**config.mk**
```make
export PLATFORM = sky130hd
export DESIGN_NAME = pipe_stage_sequencer_flat
export DESIGN_NICKNAME = d
export VERILOG_FILES = /design/src/rtl/beta_pkg.sv /design/src/rtl/pipe_stage_sequencer_if.sv /design/src/rtl/beta_instr_decode.sv /design/src/rtl/pipe_stage_sequencer.sv /design/src/flat_wrapper.sv
export SDC_FILE = /design/constraint.sdc
export NUM_CORES = 1
export LEC_CHECK = 0
export CAP_MARGIN = 40
export CORE_ASPECT_RATIO = 0.8
export CORE_MARGIN = 10
export CORE_UTILIZATION = 50
export CTS_CLUSTER_DIAMETER = 150
export CTS_CLUSTER_SIZE = 28
export DETAILED_ROUTE_END_ITERATION = 10
export GPL_TIMING_DRIVEN = 1
export PLACE_DENSITY = 0.87
export SLEW_MARGIN = 0
export SYNTH_ARGS = -nofsm -noshare
export SYNTH_HDL_FRONTEND = slang
export SYNTH_SLANG_ARGS = --single-unit
```
**constraint.sdc**
```tcl
create_clock -name clk -period 12.3 [get_ports clk]
set_input_delay 1.845 -clock clk [delete_from_list [all_inputs] [get_ports clk]]
set_output_delay 1.845 -clock clk [all_outputs]
set_load 0.02 [all_outputs]
```
**src/rtl/beta_pkg.sv**
```systemverilog
// beta_pkg: shared Beta opcode constants, instruction field positions and register type
package beta_pkg;
  localparam logic [5:0] OPC_ST = 6'h19;
  localparam logic [5:0] OPC_HALT = 6'h3F;
  localparam int OPC_HI = 31;
  localparam int OPC_LO = 26;
  localparam int RC_HI = 25;
  localparam int RC_LO = 21;
  localparam int RA_HI = 20;
  localparam int RA_LO = 16;
  localparam int RB_HI = 15;
  localparam int RB_LO = 11;
  localparam logic [4:0] REG_ZERO = 5'd31;
  typedef logic [4:0] reg_t;
endpackage

```
**src/rtl/pipe_stage_sequencer_if.sv**
```systemverilog
// pipe_stage_sequencer_if: fetch handshake, branch input and per-stage control outputs
interface pipe_stage_sequencer_if #(
  parameter int NUM_STAGES = 5,
  parameter int DATA_W = 32,
  parameter int RETIRE_W = 16
);
  logic run;
  logic fetch_valid;
  logic [DATA_W-1:0] fetch_instr;
  logic fetch_ready;
  logic branch_taken;
  logic [NUM_STAGES-1:0] stage_valid;
  logic [NUM_STAGES-1:0] stage_en;
  logic [NUM_STAGES*DATA_W-1:0] stage_instr;
  logic stall;
  logic halted;
  logic [RETIRE_W-1:0] retire_count;
  modport master (
    output run, fetch_valid, fetch_instr, branch_taken,
    input fetch_ready, stage_valid, stage_en, stage_instr, stall, halted, retire_count
  );
  modport slave (
    input run, fetch_valid, fetch_instr, branch_taken,
    output fetch_ready, stage_valid, stage_en, stage_instr, stall, halted, retire_count
  );
endinterface

```
**src/rtl/beta_instr_decode.sv**
```systemverilog
// beta_instr_decode: register read/write fields of one Beta instruction
module beta_instr_decode
  import beta_pkg::*;
(
  input  logic [31:0] instr_i,
  output logic        writes_rf_o,
  output reg_t        dest_o,
  output reg_t        src_a_o,
  output reg_t        src_b_o,
  output logic        src_b_used_o,
  output logic        is_halt_o
);
  logic [5:0] opc;
  logic is_st;
  logic unused_lsbs;
  assign opc = instr_i[OPC_HI:OPC_LO];
  assign is_st = opc == OPC_ST;
  assign is_halt_o = opc == OPC_HALT;
  assign writes_rf_o = ~(is_st | is_halt_o);
  assign dest_o = instr_i[RC_HI:RC_LO];
  assign src_a_o = instr_i[RA_HI:RA_LO];
  // stores read the value register through the rc field
  assign src_b_o = is_st ? instr_i[RC_HI:RC_LO] : instr_i[RB_HI:RB_LO];
  assign src_b_used_o = (opc[5:4] == 2'b10) | is_st;
  assign unused_lsbs = ^instr_i[RB_LO-1:0];
endmodule

```
**src/rtl/pipe_stage_sequencer.sv**
```systemverilog
// pipe_stage_sequencer: valid-bit pipeline control with RAW stall, branch flush, HALT and retire count
module pipe_stage_sequencer
  import beta_pkg::*;
#(
  parameter int NUM_STAGES = 5,
  parameter int DATA_W = 32,
  parameter int RETIRE_W = 16
) (
  input logic clk,
  input logic rst,
  pipe_stage_sequencer_if.slave bus
);
  localparam int NS = NUM_STAGES;
  logic [NS-1:0] valid_q, valid_d, in_v, hit, en;
  logic [DATA_W-1:0] instr_q [NS];
  logic [DATA_W-1:0] instr_d [NS];
  logic [DATA_W-1:0] in_i [NS];
  logic halted_q, halted_d;
  logic [RETIRE_W-1:0] cnt_q, cnt_d;
  logic writes_rf [NS];
  logic src_b_used [NS];
  logic is_halt [NS];
  reg_t dest [NS];
  reg_t src_a [NS];
  reg_t src_b [NS];
  logic [NS*DATA_W-1:0] flat;
  logic run_g, active, stall, flush, accept, retire, unused_dec;
  for (genvar s = 0; s < NS; s++) begin : g_dec
    beta_instr_decode u_dec (
      .instr_i      (instr_q[s][31:0]),
      .writes_rf_o  (writes_rf[s]),
      .dest_o       (dest[s]),
      .src_a_o      (src_a[s]),
      .src_b_o      (src_b[s]),
      .src_b_used_o (src_b_used[s]),
      .is_halt_o    (is_halt[s])
    );
  end
  // no bypass network: every older writer, including the writeback stage, blocks stage 1
  always_comb begin
    hit = '0;
    unused_dec = 1'b0;
    for (int s = 2; s < NS; s++)
      hit[s] = valid_q[s] & writes_rf[s] & (dest[s] != REG_ZERO) &
               ((dest[s] == src_a[1]) | (src_b_used[1] & (dest[s] == src_b[1])));
    for (int s = 0; s < NS; s++)
      unused_dec ^= writes_rf[s] ^ is_halt[s] ^ src_b_used[s] ^ (^{dest[s], src_a[s], src_b[s]});
  end
  assign run_g = bus.run & ~rst;
  assign active = run_g & ~halted_q;
  assign stall = run_g & valid_q[1] & ~bus.branch_taken & (|hit);
  assign flush = run_g & valid_q[2] & bus.branch_taken;
  assign bus.fetch_ready = active & ~stall;
  assign accept = bus.fetch_valid & bus.fetch_ready;
  assign retire = active & valid_q[NS-1];
  always_comb begin
    in_v[0] = accept & ~flush;
    in_i[0] = flush ? '0 : bus.fetch_instr;
    in_v[1] = valid_q[0] & ~flush;
    in_i[1] = flush ? '0 : instr_q[0];
    in_v[2] = valid_q[1] & ~stall;
    in_i[2] = stall ? '0 : instr_q[1];
    for (int s = 3; s < NS; s++) begin
      in_v[s] = valid_q[s-1];
      in_i[s] = instr_q[s-1];
    end
    for (int s = 0; s < NS; s++) begin
      valid_d[s] = ~run_g ? 1'b0 : (halted_q | ((s < 2) & stall)) ? valid_q[s] : in_v[s];
      instr_d[s] = (~run_g | halted_q | ((s < 2) & stall)) ? instr_q[s] : in_i[s];
      en[s] = active & ~((s < 2) & stall) & in_v[s];
    end
    en[0] = accept;
    halted_d = run_g & (halted_q | (retire & is_halt[NS-1]));
    cnt_d = cnt_q + RETIRE_W'(retire);
  end
  always_ff @(posedge clk or posedge rst) begin
    if (rst) begin
      valid_q <= '0;
      instr_q <= '{default: '0};
      halted_q <= 1'b0;
      cnt_q <= '0;
    end else begin
      valid_q <= valid_d;
      instr_q <= instr_d;
      halted_q <= halted_d;
      cnt_q <= cnt_d;
    end
  end
  always_comb begin
    flat = '0;
    for (int s = 0; s < NS; s++) flat[s*DATA_W +: DATA_W] = instr_q[s];
  end
  assign bus.stage_instr = flat;
  assign bus.stage_valid = valid_q;
  assign bus.stage_en = en;
  assign bus.stall = stall;
  assign bus.halted = halted_q;
  assign bus.retire_count = cnt_q;
endmodule
```
**src/flat_wrapper.sv**
```systemverilog
// flat-port wrapper written by rule: the top's interface ports become plain ports
module pipe_stage_sequencer_flat import beta_pkg::*;
#(
  parameter int NUM_STAGES = 5,
  parameter int DATA_W = 32,
  parameter int RETIRE_W = 16
)
  (clk, rst, bus_run, bus_fetch_valid, bus_fetch_instr, bus_branch_taken, bus_fetch_ready, bus_stage_valid, bus_stage_en, bus_stage_instr, bus_stall, bus_halted, bus_retire_count);
  pipe_stage_sequencer_if #(.NUM_STAGES(NUM_STAGES), .DATA_W(DATA_W), .RETIRE_W(RETIRE_W)) bus_i ();
  input logic clk;
  input logic rst;
  input wire logic [$bits(bus_i.run)-1:0] bus_run;
  input wire logic [$bits(bus_i.fetch_valid)-1:0] bus_fetch_valid;
  input wire logic [$bits(bus_i.fetch_instr)-1:0] bus_fetch_instr;
  input wire logic [$bits(bus_i.branch_taken)-1:0] bus_branch_taken;
  output wire logic [$bits(bus_i.fetch_ready)-1:0] bus_fetch_ready;
  output wire logic [$bits(bus_i.stage_valid)-1:0] bus_stage_valid;
  output wire logic [$bits(bus_i.stage_en)-1:0] bus_stage_en;
  output wire logic [$bits(bus_i.stage_instr)-1:0] bus_stage_instr;
  output wire logic [$bits(bus_i.stall)-1:0] bus_stall;
  output wire logic [$bits(bus_i.halted)-1:0] bus_halted;
  output wire logic [$bits(bus_i.retire_count)-1:0] bus_retire_count;
  assign bus_i.run = bus_run;
  assign bus_i.fetch_valid = bus_fetch_valid;
  assign bus_i.fetch_instr = bus_fetch_instr;
  assign bus_i.branch_taken = bus_branch_taken;
  assign bus_fetch_ready = bus_i.fetch_ready;
  assign bus_stage_valid = bus_i.stage_valid;
  assign bus_stage_en = bus_i.stage_en;
  assign bus_stage_instr = bus_i.stage_instr;
  assign bus_stall = bus_i.stall;
  assign bus_halted = bus_i.halted;
  assign bus_retire_count = bus_i.retire_count;
  pipe_stage_sequencer #(.NUM_STAGES(NUM_STAGES), .DATA_W(DATA_W), .RETIRE_W(RETIRE_W)) u_core (.clk(clk), .rst(rst), .bus(bus_i));
endmodule
```
==> summary.md <==
Global routing
- met2 — layer with the highest usage after global routing
- 6266 — number of global-route vias before repair
- 100 — largest net degree at the start of global routing
- 0.291 — met2 capacity usage during global routing
- 0.283 — met1 Use GR
- 0.0749 — Global Route met3 Usage
- 0 — GRT overflow
- 0 — initial antenna violation count
- 0.204 — GRT Resource Usage Total
- 35700 µm — global-route wire length before repair

Route
- 18.9 µm — routed len/inst
- 6432 — vias after detailed routing
- 0 — DRT antenna net count
- 5.37 — Vias per Instance
- 576 — drt initial violations
- 22600 µm — DRT Wirelength
- 5 — DR pass1 iterations
- 0 — DR DRC count

Setup path
- in -> out — start-to-end type of the worst setup path
- primary output — crit path capture type
- input pin — kind of start point of the critical path
- 10450 ps — Worst Path Required
- 99 — maximum fanout encountered on the critical timing path
- 4590 ps — critical path data arrival time

Clock network
- 17 — total clock buffers created by CTS
- 182 — clk sinks
- 0 — number of buffers inserted by post-CTS setup repair
- 0 — CTS Hold Bufs
- sky130_fd_sc_hd__clkbuf_16 — cell at the root of the clock tree
- 0 — number of gates resized after CTS
- 60 ps — clock slew at the register clock pins of the worst setup and hold paths
- 4 — H-Tree Depth
- 430 ps — clock latency reported for the late side of the worst-skew pair
- 2 — Longest Clk Path Bufs
- built — clock tree from TritonCTS

Synth
- 182 — flip-flop and latch count after synthesis
- 52 — distinct cell type count after synthesis
- 0.00818 mm² — mapped cell area
- 834 — gate count after technology mapping
- 9.81 µm² — synthesized area divided by synthesized cell count
- 0.556 — sequential-to-total area share from yosys stat
- 873 — synthesized net count
- sky130_fd_sc_hd__dfrtp_1 — most frequently used flop master after synthesis
- 0 — number of warnings printed during yosys synthesis
- 0.556 — area fraction of the dominant cell type after synthesis
- 1.00 — post-synthesis async set-or-reset flop share
- sky130_fd_sc_hd__nand2_1 — most repeated cell in the gate-level netlist after synthesis
- sky130_fd_sc_hd__dfrtp_1 — biggest area consumer among synthesized cells
- 0 — number of enable flip-flop cells after synthesis
- sky130_fd_sc_hd__nand2_1 (251), sky130_fd_sc_hd__dfrtp_1 (182), sky130_fd_sc_hd__buf_4 (66) — top cell types by occurrence after synthesis
- sky130_fd_sc_hd__dfrtp_1 (56%), sky130_fd_sc_hd__nand2_1 (12%), sky130_fd_sc_hd__a22o_1 (7.0%), sky130_fd_sc_hd__buf_4 (6.1%), sky130_fd_sc_hd__xnor2_1 (3.1%) — cell types occupying the most area after synthesis

Die
- 226 — number of I/O pins
- 134 µm — die extent in y
- 163 µm — width of the die
- 0.515 — initial standard-cell utilization of the core
- 41 — number of cell rows
- 0.0159 mm² — CORE AREA
- 0.0219 mm² — floorplan die area

Placed design
- 5780 ps — worst setup timing slack at the placement stage
- 16500 µm — HPWL after detailed placement
- 225 — number of buffers inserted by port buffering
- 0.927 — global placer's final weighted congestion

Final layout
- 0 — antenna diode count
- 0.0540 — fraction of layout cells with a size suffix above 1
- 30.3% — Area growth syn-to-layout
- 1230 — fill cell count
- 1009 — number of nets in the layout

STA
- no — unrepaired setup endpoints after global routing
- 155 MHz — Fmax
- 0 — Setup-failing EPs final
- 0.563 — worst max-slew margin expressed relative to the limit
- 10.6 ps — setup skew after layout
- 0 ps — total negative setup slack
- 0.523 — final clock period utilization by the worst path
- 656 ps — transition time at the pin with the least slew margin
- 0 — number of pins with negative max-slew slack in the final report
- 0 — Final Hold Viols
- 6430 ps — final critical delay including setup and external delays
- 5870 ps — Worst Slack Setup Final

Job
- 0 — Max Cap Viol

Power and ir drop
- 0.104 mV — peak ir drop on the vdd network
- 169 mW/mm² — power density normalized to cell area
- 4.89 nW — static leakage
- 1.80 mW — total power

Min path
- reg -> reg — worst hold path class

Outcome
- finished, final reports clean — status

==> path summary, 6_finish.rpt <==
kind | startpoint | endpoint | slack (ps) | cells past startpoint
max in group asynchronous | rst | u_core.bus.stage_instr[140] | 9120 | 4
worst max-delay path | rst | bus_stall | 5870 | 8
min in group asynchronous | rst | u_core.bus.stage_instr[28] | 1930 | 2
worst max register to register | u_core.bus.stage_instr[91] | u_core.bus.stage_instr[46] | 8910 | 10
worst min register to register | u_core.bus.stage_instr[142] | u_core.bus.stage_instr[142] | 470 | 2
worst min-delay path | u_core.bus.stage_instr[142] | u_core.bus.stage_instr[142] | 470 | 2
==> metal layers <==
layer,vias to the layer above,wire length [µm],share of wire
li1,3004,-,-
met1,3094,10000,0.44
met2,299,9890,0.44
met3,35,2290,0.10
met4,0,439,0.019
met5,-,0,0
==> cells by family (layout without fill, tap and decap cells) <==
| logic type | Yosys count | in the layout | share of synthesized area |
|---|---|---|---|
| and+or+nand+nor | 356 | 356 | 0.187 |
| DFF | 182 | 182 | 0.556 |
| muxes | 3 | 3 | 0.00367 |
| AOI/OAI and AO/OA | 121 | 121 | 0.115 |
| adders and majority gates | 2 | 2 | 0.00306 |
| xor gates and xnor gates | 39 | 39 | 0.0417 |
| buffers and inverters | 131 | 279 | 0.0931 |
==> layout make-up <==
type                            instances  area (µm²)  area share
Clock buffer                           21         450      0.0422
Clock inverter                         10        76.3     0.00716
Inverter                               15        63.8     0.00598
Multi-Input combinational cell        521        2890       0.271
Sequential cell                       182        4550       0.427
Tap cell                              215         269      0.0252
Timing Repair Buffer                  233        2360       0.222
==> flip-flops by register name, indices dropped and copies added (netlist names) <==
register / cells
u_core.bus.halted: 1
u_core.bus.retire_count: 16
u_core.bus.stage_instr: 160
u_core.bus.stage_valid: 5
==> critical path, cell delays in order <==
cell	delay [ps]
sky130_fd_sc_hd__clkdlybuf4s50_1	510
sky130_fd_sc_hd__inv_8	480
sky130_fd_sc_hd__nand2_1	320
sky130_fd_sc_hd__nor3_1	260
sky130_fd_sc_hd__o21ai_2	110
sky130_fd_sc_hd__buf_4	260
sky130_fd_sc_hd__inv_2	140
sky130_fd_sc_hd__clkdlybuf4s50_1	650
==> report_power, final <==
group / total [mW] / internal [mW] / switching [mW]
Clock: 0.493 / 0.264 / 0.229
Sequential: 0.802 / 0.689 / 0.113
Combinational: 0.506 / 0.244 / 0.262
Total: 1.80 / 1.20 / 0.605
==> metrics by stage <==
stage | utilization | instance area, µm² | std cells | hold WS [ps]
2_1_floorplan | - | 8180 | 834 | 462
3_3_place_gp | 0.632 | 10100 | 1162 | 459
3_5_place_dp | 0.637 | 10100 | 1166 | 462
4_1_cts | 0.670 | 10700 | 1197 | 477
5_1_grt | 0.670 | 10700 | 1197 | 502
6_report | 0.670 | 10700 | 1197 | 473
==> cell usage in the layout (no fill, tap or decap), types with 10 or more instances in the layout <==
cell type / count
sky130_fd_sc_hd__dfrtp_1: 182
sky130_fd_sc_hd__o21ai_0: 12
sky130_fd_sc_hd__clkbuf_16: 17
sky130_fd_sc_hd__nand2_1: 250
sky130_fd_sc_hd__nand3_1: 42
sky130_fd_sc_hd__a22o_1: 65
sky130_fd_sc_hd__inv_1: 12
sky130_fd_sc_hd__xor2_1: 10
sky130_fd_sc_hd__xnor2_1: 29
sky130_fd_sc_hd__clkdlybuf4s50_1: 225
sky130_fd_sc_hd__nor2_1: 11
No activity file was read; power rests on OpenSTA's default activity.
